**config.mk**
```make
export PLATFORM = sky130hd
export DESIGN_NAME = muldiv_ctrl_flat
export DESIGN_NICKNAME = d
export VERILOG_FILES = /design/src/rtl/muldiv_ctrl_pkg.sv /design/src/rtl/muldiv_ctrl_if.sv /design/src/rtl/muldiv_div_core.sv /design/src/rtl/muldiv_ctrl.sv /design/src/flat_wrapper.sv
export SDC_FILE = /design/constraint.sdc
export NUM_CORES = 2
export LEC_CHECK = 0
export CELL_PAD_IN_SITES_DETAIL_PLACEMENT = 0
export CELL_PAD_IN_SITES_GLOBAL_PLACEMENT = 1
export CORE_UTILIZATION = 53
export DETAILED_ROUTE_END_ITERATION = 7
export HOLD_SLACK_MARGIN = 0.02
export PLACE_DENSITY = 0.95
export SLEW_MARGIN = 25
export SYNTH_ARGS = -nofsm -noshare
export SYNTH_HDL_FRONTEND = slang
export SYNTH_SLANG_ARGS = --single-unit
```
**constraint.sdc**
```tcl
create_clock -name clk -period 33.4 [get_ports clk]
set_input_delay 6.68 -clock clk [delete_from_list [all_inputs] [get_ports clk]]
set_output_delay 6.68 -clock clk [all_outputs]
set_load 0.01 [all_outputs]
```
**src/rtl/muldiv_ctrl_pkg.sv**
```systemverilog
// muldiv_ctrl_pkg
// Shared definitions for the HI/LO multiply/divide sequencer:
//   - ALUOP_* opcodes for the ops the sequencer owns
//   - FSM state encoding
//   - decode helpers (is_mul / is_div / is_signed) and a 32-bit
//     count-leading-zeros helper used by the early-terminating divider
//     (MULDIV_DIV_EARLY_TERM_EN).
package muldiv_ctrl_pkg;

  localparam logic [7:0] ALUOP_MULT  = 8'b0001_1000;
  localparam logic [7:0] ALUOP_MULTU = 8'b0001_1001;
  localparam logic [7:0] ALUOP_DIV   = 8'b0001_1010;
  localparam logic [7:0] ALUOP_DIVU  = 8'b0001_1011;
  localparam logic [7:0] ALUOP_MADD  = 8'b1010_0110;
  localparam logic [7:0] ALUOP_MADDU = 8'b1010_1000;
  localparam logic [7:0] ALUOP_MUL   = 8'b1010_1001;
  localparam logic [7:0] ALUOP_MSUB  = 8'b1010_1010;
  localparam logic [7:0] ALUOP_MSUBU = 8'b1010_1011;

  typedef enum logic [1:0] {
    ST_IDLE = 2'd0,
    ST_MUL  = 2'd1,
    ST_DIV  = 2'd2,
    ST_DONE = 2'd3
  } muldiv_state_e;

  function automatic logic muldiv_op_is_mul(input logic [7:0] op);
    case (op)
      ALUOP_MULT, ALUOP_MULTU, ALUOP_MUL,
      ALUOP_MADD, ALUOP_MADDU, ALUOP_MSUB, ALUOP_MSUBU: return 1'b1;
      default: return 1'b0;
    endcase
  endfunction

  function automatic logic muldiv_op_is_div(input logic [7:0] op);
    return (op == ALUOP_DIV) || (op == ALUOP_DIVU);
  endfunction

  function automatic logic muldiv_op_is_signed(input logic [7:0] op);
    case (op)
      ALUOP_MULT, ALUOP_MUL, ALUOP_MADD, ALUOP_MSUB, ALUOP_DIV: return 1'b1;
      default: return 1'b0;
    endcase
  endfunction

  // Number of leading zeros; 32 for a zero input.
  function automatic logic [5:0] muldiv_clz32(input logic [31:0] v);
    logic [5:0] n;
    logic       found;
    n     = 6'd32;
    found = 1'b0;
    for (int i = 31; i >= 0; i--) begin
      if (!found && v[i]) begin
        n     = 6'(31 - i);
        found = 1'b1;
      end
    end
    return n;
  endfunction

endpackage

```
**src/rtl/muldiv_ctrl_if.sv**
```systemverilog
// muldiv_ctrl_if
// EXE-stage <-> muldiv sequencer bundle.
//   master (EXE):    drives start, aluop, src0, src1, hilo_i, flush;
//                    receives stall_o, done, hilo_we, hilo_wdata,
//                    gpr_result, div_zero.
//   slave (muldiv):  the mirror image.
interface muldiv_ctrl_if;
  logic        start;
  logic [7:0]  aluop;
  logic [31:0] src0;
  logic [31:0] src1;
  logic [63:0] hilo_i;
  logic        flush;
  logic        stall_o;
  logic        done;
  logic        hilo_we;
  logic [63:0] hilo_wdata;
  logic [31:0] gpr_result;
  logic        div_zero;

  modport master (
    output start, aluop, src0, src1, hilo_i, flush,
    input  stall_o, done, hilo_we, hilo_wdata, gpr_result, div_zero
  );

  modport slave (
    input  start, aluop, src0, src1, hilo_i, flush,
    output stall_o, done, hilo_we, hilo_wdata, gpr_result, div_zero
  );
endinterface

```
**src/rtl/muldiv_div_core.sv**
```systemverilog
// muldiv_div_core
// Iterative restoring divider, one quotient bit per clock.
// Ports:
//   clk, rst_n        clock, asynchronous active-low reset
//   abort             drop any division in progress (pipeline flush)
//   start             load operands and begin (divisor must be non-zero)
//   is_signed         DIV semantics (magnitudes + sign fix) vs DIVU
//   dividend, divisor operands, sampled on start
//   busy              division in progress
//   done              final iteration happens this cycle; quotient and
//                     remainder are valid in the same cycle
//   quotient, remainder  sign-corrected results of the current step
// Build option: MULDIV_DIV_EARLY_TERM_EN skips the leading zero bits of
// the dividend magnitude (pre-shifted at start, 32-clz iterations, >=1).
module muldiv_div_core
  import muldiv_ctrl_pkg::*;
#(
  parameter int DIV_ITER = 32
) (
  input  logic        clk,
  input  logic        rst_n,
  input  logic        abort,
  input  logic        start,
  input  logic        is_signed,
  input  logic [31:0] dividend,
  input  logic [31:0] divisor,
  output logic        busy,
  output logic        done,
  output logic [31:0] quotient,
  output logic [31:0] remainder
);

  logic [31:0] dvd_reg;   // dividend bits shifting out, quotient bits in
  logic [31:0] dvs_reg;
  logic [31:0] rem_reg;
  logic [5:0]  cnt_reg;
  logic [5:0]  last_reg;
  logic        busy_reg;
  logic        neg_q_reg;
  logic        neg_r_reg;

  logic [31:0] dvd_mag;
  logic [31:0] dvs_mag;
  logic [31:0] dvd_init;
  logic [5:0]  last_init;

  always_comb begin
    dvd_mag = (is_signed && dividend[31]) ? -dividend : dividend;
    dvs_mag = (is_signed && divisor[31])  ? -divisor  : divisor;
  end

`ifdef MULDIV_DIV_EARLY_TERM_EN
  logic [5:0] lz;
  always_comb begin
    lz        = muldiv_clz32(dvd_mag);
    dvd_init  = dvd_mag << lz;
    // zero dividend still runs one iteration
    last_init = (lz >= 6'(DIV_ITER)) ? 6'd0 : 6'(DIV_ITER - 1) - lz;
  end
`else
  always_comb begin
    dvd_init  = dvd_mag;
    last_init = 6'(DIV_ITER - 1);
  end
`endif

  // One restoring step. The remainder never reaches the divisor, so
  // the shifted partial needs 33 bits but a successful subtraction
  // always fits back into 32.
  logic [32:0] partial;
  logic        q_bit;
  logic [31:0] diff;
  logic [31:0] rem_step;
  logic [31:0] quo_step;

  always_comb begin
    partial  = {rem_reg, dvd_reg[31]};
    q_bit    = (partial >= {1'b0, dvs_reg});
    diff     = partial[31:0] - dvs_reg;
    rem_step = q_bit ? diff : partial[31:0];
    quo_step = {dvd_reg[30:0], q_bit};
  end

  // Negating 0x80000000 leaves it unchanged, which gives the
  // 0x80000000 / -1 result without any special case.
  assign quotient  = neg_q_reg ? -quo_step : quo_step;
  assign remainder = neg_r_reg ? -rem_step : rem_step;
  assign busy      = busy_reg;
  assign done      = busy_reg && (cnt_reg == last_reg);

  always_ff @(posedge clk or negedge rst_n) begin
    if (!rst_n) begin
      dvd_reg   <= '0;
      dvs_reg   <= '0;
      rem_reg   <= '0;
      cnt_reg   <= '0;
      last_reg  <= '0;
      busy_reg  <= 1'b0;
      neg_q_reg <= 1'b0;
      neg_r_reg <= 1'b0;
    end else if (abort) begin
      busy_reg <= 1'b0;
      cnt_reg  <= '0;
    end else if (start) begin
      dvd_reg   <= dvd_init;
      dvs_reg   <= dvs_mag;
      rem_reg   <= '0;
      cnt_reg   <= '0;
      last_reg  <= last_init;
      busy_reg  <= 1'b1;
      neg_q_reg <= is_signed && (dividend[31] ^ divisor[31]);
      neg_r_reg <= is_signed && dividend[31];
    end else if (busy_reg) begin
      dvd_reg <= quo_step;
      rem_reg <= rem_step;
      if (done) begin
        busy_reg <= 1'b0;
        cnt_reg  <= '0;
      end else begin
        cnt_reg <= cnt_reg + 6'd1;
      end
    end
  end

endmodule

```
**src/rtl/muldiv_ctrl.sv**
```systemverilog
// muldiv_ctrl
// Multi-cycle sequencer for HI/LO ops in EXE: MULT/MULTU/MUL/MADD/MADDU/
// MSUB/MSUBU (held MUL_STAGES cycles) and DIV/DIVU (iterative divider).
// Stalls IF..EXE while busy and presents the result in a one-cycle DONE
// slot.
// Ports:
//   clk, rst_n   clock, asynchronous active-low reset
//   bus (slave)  start/aluop/src0/src1/hilo_i/flush in;
//                stall_o (combinational), done, hilo_we, hilo_wdata,
//                gpr_result, div_zero (registered) out
// Build option: MULDIV_DIV_EARLY_TERM_EN (see muldiv_div_core).
module muldiv_ctrl
  import muldiv_ctrl_pkg::*;
#(
  parameter int MUL_STAGES = 2,
  parameter int DIV_ITER   = 32
) (
  input  logic         clk,
  input  logic         rst_n,
  muldiv_ctrl_if.slave bus
);

  localparam logic [2:0] MUL_LAST = 3'(MUL_STAGES - 1);

  muldiv_state_e state_reg, state_next;

  logic [2:0]  cnt_reg;
  logic [7:0]  op_reg;
  logic [31:0] a_reg;
  logic [31:0] b_reg;
  logic [63:0] hilo_base_reg;

  logic        done_reg;
  logic        hilo_we_reg;
  logic        div_zero_reg;
  logic [63:0] hilo_wdata_reg;
  logic [31:0] gpr_result_reg;

  logic accept;
  logic in_is_div;
  logic div_start;
  logic stall;

  logic        div_busy;
  logic        div_done;
  logic [31:0] div_quo;
  logic [31:0] div_rem;

  assign in_is_div = muldiv_op_is_div(bus.aluop);
  assign accept    = (state_reg == ST_IDLE) && bus.start && !bus.flush &&
                     (muldiv_op_is_mul(bus.aluop) || in_is_div);
  // a zero divisor never reaches the divider
  assign div_start = accept && in_is_div && (bus.src1 != 32'd0);

  muldiv_div_core #(
    .DIV_ITER (DIV_ITER)
  ) u_div_core (
    .clk       (clk),
    .rst_n     (rst_n),
    .abort     (bus.flush),
    .start     (div_start),
    .is_signed (bus.aluop == ALUOP_DIV),
    .dividend  (bus.src0),
    .divisor   (bus.src1),
    .busy      (div_busy),
    .done      (div_done),
    .quotient  (div_quo),
    .remainder (div_rem)
  );

  // Multiply datapath, combinational from the latched operands. The MUL
  // state holds the operands stable for MUL_STAGES cycles, so this path
  // is given that many cycles to settle before it is captured.
  logic        mul_signed;
  logic        mul_neg;
  logic [31:0] a_mag;
  logic [31:0] b_mag;
  logic [63:0] prod_mag;
  logic [63:0] prod;
  logic [63:0] mul_result;

  always_comb begin
    mul_signed = muldiv_op_is_signed(op_reg);
    mul_neg    = mul_signed && (a_reg[31] ^ b_reg[31]);
    a_mag      = (mul_signed && a_reg[31]) ? -a_reg : a_reg;
    b_mag      = (mul_signed && b_reg[31]) ? -b_reg : b_reg;
    prod_mag   = 64'(a_mag) * 64'(b_mag);
    prod       = mul_neg ? -prod_mag : prod_mag;
    case (op_reg)
      ALUOP_MADD, ALUOP_MADDU: mul_result = hilo_base_reg + prod;
      ALUOP_MSUB, ALUOP_MSUBU: mul_result = hilo_base_reg - prod;
      default:                 mul_result = prod;
    endcase
  end

  // Next state and stall
  always_comb begin
    state_next = state_reg;
    stall      = 1'b0;
    case (state_reg)
      ST_IDLE: begin
        if (accept) begin
          stall = 1'b1;
          if (!in_is_div)                state_next = ST_MUL;
          else if (bus.src1 == 32'd0)    state_next = ST_DONE;
          else                           state_next = ST_DIV;
        end
      end
      ST_MUL: begin
        stall = 1'b1;
        if (cnt_reg == MUL_LAST) state_next = ST_DONE;
      end
      ST_DIV: begin
        stall = 1'b1;
        if (div_done)       state_next = ST_DONE;
        else if (!div_busy) state_next = ST_IDLE;  // divider lost; recover
      end
      ST_DONE: state_next = ST_IDLE;  // start ignored: no re-issue
      default: state_next = ST_IDLE;
    endcase
    if (bus.flush) state_next = ST_IDLE;
  end

  always_ff @(posedge clk or negedge rst_n) begin
    if (!rst_n) state_reg <= ST_IDLE;
    else        state_reg <= state_next;
  end

  always_ff @(posedge clk or negedge rst_n) begin
    if (!rst_n) begin
      cnt_reg        <= '0;
      op_reg         <= '0;
      a_reg          <= '0;
      b_reg          <= '0;
      hilo_base_reg  <= '0;
      done_reg       <= 1'b0;
      hilo_we_reg    <= 1'b0;
      div_zero_reg   <= 1'b0;
      hilo_wdata_reg <= '0;
      gpr_result_reg <= '0;
    end else begin
      cnt_reg <= (state_reg == ST_MUL && state_next == ST_MUL) ?
                 cnt_reg + 3'd1 : 3'd0;
      if (accept) begin
        op_reg        <= bus.aluop;
        a_reg         <= bus.src0;
        b_reg         <= bus.src1;
        hilo_base_reg <= bus.hilo_i;
      end
      // flush forces state_next to IDLE, so a flush cycle never loads
      // a result slot for the following cycle
      done_reg     <= (state_next == ST_DONE);
      hilo_we_reg  <= 1'b0;
      div_zero_reg <= 1'b0;
      if (state_next == ST_DONE) begin
        case (state_reg)
          ST_IDLE: div_zero_reg <= 1'b1;  // divide by zero, HI/LO untouched
          ST_MUL: begin
            if (op_reg == ALUOP_MUL) begin
              gpr_result_reg <= mul_result[31:0];
            end else begin
              hilo_we_reg    <= 1'b1;
              hilo_wdata_reg <= mul_result;
            end
          end
          ST_DIV: begin
            hilo_we_reg    <= 1'b1;
            hilo_wdata_reg <= {div_rem, div_quo};
          end
          default: ;
        endcase
      end
    end
  end

  // A flush landing on the DONE slot itself must still suppress the
  // write, so the slot strobes are masked by the live flush.
  assign bus.stall_o    = stall;
  assign bus.done       = done_reg     && !bus.flush;
  assign bus.hilo_we    = hilo_we_reg  && !bus.flush;
  assign bus.div_zero   = div_zero_reg && !bus.flush;
  assign bus.hilo_wdata = hilo_wdata_reg;
  assign bus.gpr_result = gpr_result_reg;

endmodule
```
**src/flat_wrapper.sv**
```systemverilog
// flat-port wrapper written by rule: the top's interface ports become plain ports
module muldiv_ctrl_flat import muldiv_ctrl_pkg::*;
#(
  parameter int MUL_STAGES = 2,
  parameter int DIV_ITER   = 32
)
  (clk, rst_n, bus_start, bus_aluop, bus_src0, bus_src1, bus_hilo_i, bus_flush, bus_stall_o, bus_done, bus_hilo_we, bus_hilo_wdata, bus_gpr_result, bus_div_zero);
  muldiv_ctrl_if bus_i ();
  input  logic clk;
  input  logic rst_n;
  input wire logic [$bits(bus_i.start)-1:0] bus_start;
  input wire logic [$bits(bus_i.aluop)-1:0] bus_aluop;
  input wire logic [$bits(bus_i.src0)-1:0] bus_src0;
  input wire logic [$bits(bus_i.src1)-1:0] bus_src1;
  input wire logic [$bits(bus_i.hilo_i)-1:0] bus_hilo_i;
  input wire logic [$bits(bus_i.flush)-1:0] bus_flush;
  output wire logic [$bits(bus_i.stall_o)-1:0] bus_stall_o;
  output wire logic [$bits(bus_i.done)-1:0] bus_done;
  output wire logic [$bits(bus_i.hilo_we)-1:0] bus_hilo_we;
  output wire logic [$bits(bus_i.hilo_wdata)-1:0] bus_hilo_wdata;
  output wire logic [$bits(bus_i.gpr_result)-1:0] bus_gpr_result;
  output wire logic [$bits(bus_i.div_zero)-1:0] bus_div_zero;
  assign bus_i.start = bus_start;
  assign bus_i.aluop = bus_aluop;
  assign bus_i.src0 = bus_src0;
  assign bus_i.src1 = bus_src1;
  assign bus_i.hilo_i = bus_hilo_i;
  assign bus_i.flush = bus_flush;
  assign bus_stall_o = bus_i.stall_o;
  assign bus_done = bus_i.done;
  assign bus_hilo_we = bus_i.hilo_we;
  assign bus_hilo_wdata = bus_i.hilo_wdata;
  assign bus_gpr_result = bus_i.gpr_result;
  assign bus_div_zero = bus_i.div_zero;
  muldiv_ctrl #(.MUL_STAGES(MUL_STAGES), .DIV_ITER(DIV_ITER)) u_core (.clk(clk), .rst_n(rst_n), .bus(bus_i));
endmodule
```
==> results.toml <==
[run_status]
status = "finished clean"

[floorplanning]
die-width_um = 341.5
num_rows = 124
fp.coreArea_um2 = 114300
number_of_top_level_pins = 240
die_area_um2 = 116600
initial_core_utilization_pct = 53.43
die_boundary_height_um = 341.5

[min_path]
timing.hold.worst.start = "u_core.bus.hilo_wdata[28]"
timing.hold.worst_path_depth = 2
timing.hold.worst_endpoint = "u_core.bus.hilo_wdata[28]"
hold_wc_path_type = "reg -> reg"

[placed_design]
place_hpwl_mm = 174.7
place.port_buffers = 239
gp_congestion = 1.031

[setup_path]
worstPathMaxFanout = 26
rrSetupSlack_ns = 15.83
r2r-start = "u_core.a_reg[0]"
crit_slowest_cell = "sky130_fd_sc_hd__xor2_1"
worstPathRequired_ns = 33.82
cpPeakStageDelay_ns = 0.82
ff2ff_path_depth = 50
r2r-end = "u_core.bus.hilo_wdata[63]"
worst-endpoint-arrival_ns = 17.99
crit_top_cell = "sky130_fd_sc_hd__fa_1"
worst_setup_sp_type = "register"
crit_path_end_kind = "register"
startpoint_to_endpoint_class_of_the_critical_path = "reg -> reg"

[yosys]
ys_async_sr_fraction_pct = 100.0
yosysMostFrequentCell = "sky130_fd_sc_hd__inv_1"
postSynthAreaPerCell_um2 = 8.526
synthDominantCellAreaShare_pct = 29.43
synth_top_family_by_area = "adder cells"
synth.ff_latch_count = 346
syn-instance-count = 7165
yosys-top-cells-count = "sky130_fd_sc_hd__inv_1, sky130_fd_sc_hd__nand2_1, sky130_fd_sc_hd__fa_1"
post_synth_xor_area_fraction_pct = 6.755
synth.mux.area_fraction_pct = 3.572
synth-compound-area-share_pct = 13.23
synthSimpleGateAreaFrac_pct = 17.00
post_synthesis_cell_type_with_the_largest_combined_area = "sky130_fd_sc_hd__fa_1"
synth-seq-area-share_pct = 14.17
mappedNetlistArea_um2 = 61090
synth_flop_cell = "sky130_fd_sc_hd__dfrtp_1"
synth-edff-count = 0
synth-warning-count = 0
synth_nets = 8576
netlist_top_cells_area = "sky130_fd_sc_hd__fa_1, sky130_fd_sc_hd__dfrtp_1, sky130_fd_sc_hd__ha_1, sky130_fd_sc_hd__inv_1, sky130_fd_sc_hd__nand2_1"
synth_adder_area_share_pct = 37.07
ys_types = 119

[detailed_routing]
detailroute.wirelength.met3_mm = 25.18
wl_met2_mm = 94.95
via_count = 53880
post_drt_via_cell_ratio = 6.147
detailedRoute.firstPassIterationCount = 8
detailedRoute.firstIterationViolations = 5552
routed_wire_length_per_instance_um = 24.61
highest-signal-layer = "met5"
drt-total-wl_mm = 215.7
route.detailed.drc = 0
ant_nets = 0
met1Wirelength_mm = 85.75

[sta]
worst_hold_slack_ns = 0.4752
finalHoldViolations = 0
tns_ns = 0
final.period_utilization_pct = 52.62
clock-skew-final_ns = 0.05039
rsz0062_at_grt = "false"
setup_viol_count_final = 0
worst_pin_slew_ns = 1.083
max_frequency_ghz = 0.05690
min_tclk_post_route_ns = 17.57
maxSlewHeadroom_pct = 27.80
finalMaxSlewViolations = 0

[clocking]
cts.clk_slew.worst_paths_ns = 0.07
tritoncts_clock_tree = "done"
cts-buffers-inserted = 37
clockBufferDepth = 3
cts.repair_timing.setup_buffer_count = 0
cts-resized-gates = 0
root_buffer = "sky130_fd_sc_hd__clkbuf_16"
cts.sink_count = 346
ctsHtreeMaxLevel = 2
post_cts_hold_buffer_count = 0
clkLatencyLatePin_ns = 0.59

[finish]
area_growth_syn_to_layout_pct = 9.729
drive_gt1_share_pct = 7.029
multi_input_combinational_cell_area_um2 = 48210
nNetsFinal = 8625
fillerInstances = 10060
seq_area_um2 = 8658

[global_route]
grt_antenna_before_repair = 17
grt_usage_pct = 36.97
grt_first_pass_wirelength_mm = 326.2
grt_overflow_total = 0
grt_start_max_net_pins = 99
first_global_vias = 53200

[run]
max_cap_viol_count = 0
## metal layers
| layer | global-route usage [%] | vias up |
|---|---|---|
| li1 | - | 23390 |
| met4 | 15.04 | 10 |
| met5 | 0 | - |
| met3 | 9.511 | 524 |
| met2 | 55.41 | 2884 |
| met1 | 50.99 | 27070 |
## worst max-delay path by stage
stage	from	to
floorplan	bus_aluop[3]	bus_stall_o
global placement	u_core.a_reg[0]	u_core.bus.hilo_wdata[63]
detailed placement	u_core.a_reg[0]	u_core.bus.hilo_wdata[63]
CTS	u_core.a_reg[0]	u_core.bus.hilo_wdata[63]
global route	u_core.a_reg[0]	u_core.bus.hilo_wdata[63]
finish	u_core.a_reg[0]	u_core.bus.hilo_wdata[63]
## placed cells by master, fill, tap and decap left out, types with 105 or more instances in the layout
| cell type | instances |
|---|---|
| sky130_fd_sc_hd__fa_1 | 898 |
| sky130_fd_sc_hd__a21o_1 | 105 |
| sky130_fd_sc_hd__nand2_1 | 957 |
| sky130_fd_sc_hd__ha_1 | 372 |
| sky130_fd_sc_hd__o21ai_0 | 391 |
| sky130_fd_sc_hd__inv_1 | 968 |
| sky130_fd_sc_hd__xor2_1 | 181 |
| sky130_fd_sc_hd__buf_4 | 116 |
| sky130_fd_sc_hd__nor2_1 | 755 |
| sky130_fd_sc_hd__xnor2_1 | 232 |
| sky130_fd_sc_hd__a21oi_1 | 270 |
| sky130_fd_sc_hd__clkdlybuf4s50_1 | 238 |
| sky130_fd_sc_hd__dfrtp_1 | 346 |
| sky130_fd_sc_hd__mux2_2 | 156 |
## worst max-delay path: cells and delay by family, from the launching register on
kind / cells / cell delay (ns)
buf+inv: 4 / 0.62
xor+xnor: 4 / 1.76
mux: 1 / 0.09
flops: 1 / 0.66
fa+ha+maj: 10 / 5.08
simple gates: 19 / 6.01
compound gates: 12 / 3.18
## logic make-up after synthesis
group,Yosys count
XOR/XNOR,467
AND/OR/NAND/NOR,2318
multiplexers,198
flip-flops,346
buffers and inverters,1321
adder cells (fa/ha/maj),1271
AO/OA/AOI/OAI,1244
## cell type report
cell class                 count  share of cell area [%]
sequential                   346                   12.92
inverter                     971                   5.437
clock inverter                10                  0.1400
timing repair buffer         360                   5.032
antenna                       12                 0.04480
clock buffer                  56                   1.684
tap                         1512                   2.822
multi-input combinational   5498                   71.92
## per-stage QoR
stage / utilization, % / std cells / setup slack (ns) / cell area (um2)
after floorplan: - / 7165 / 18.62 / 61090
after global placement: 57.31 / 8684 / 16.48 / 65530
after detailed placement: 57.42 / 8685 / 16.24 / 65660
after CTS: 58.49 / 8751 / 16.07 / 66880
after global routing: 58.61 / 8760 / 14.81 / 67020
final: 58.62 / 8765 / 15.83 / 67030
Power is not shown: default switching activity piles up to over one toggle a cycle in this logic, so the estimate is an artifact.
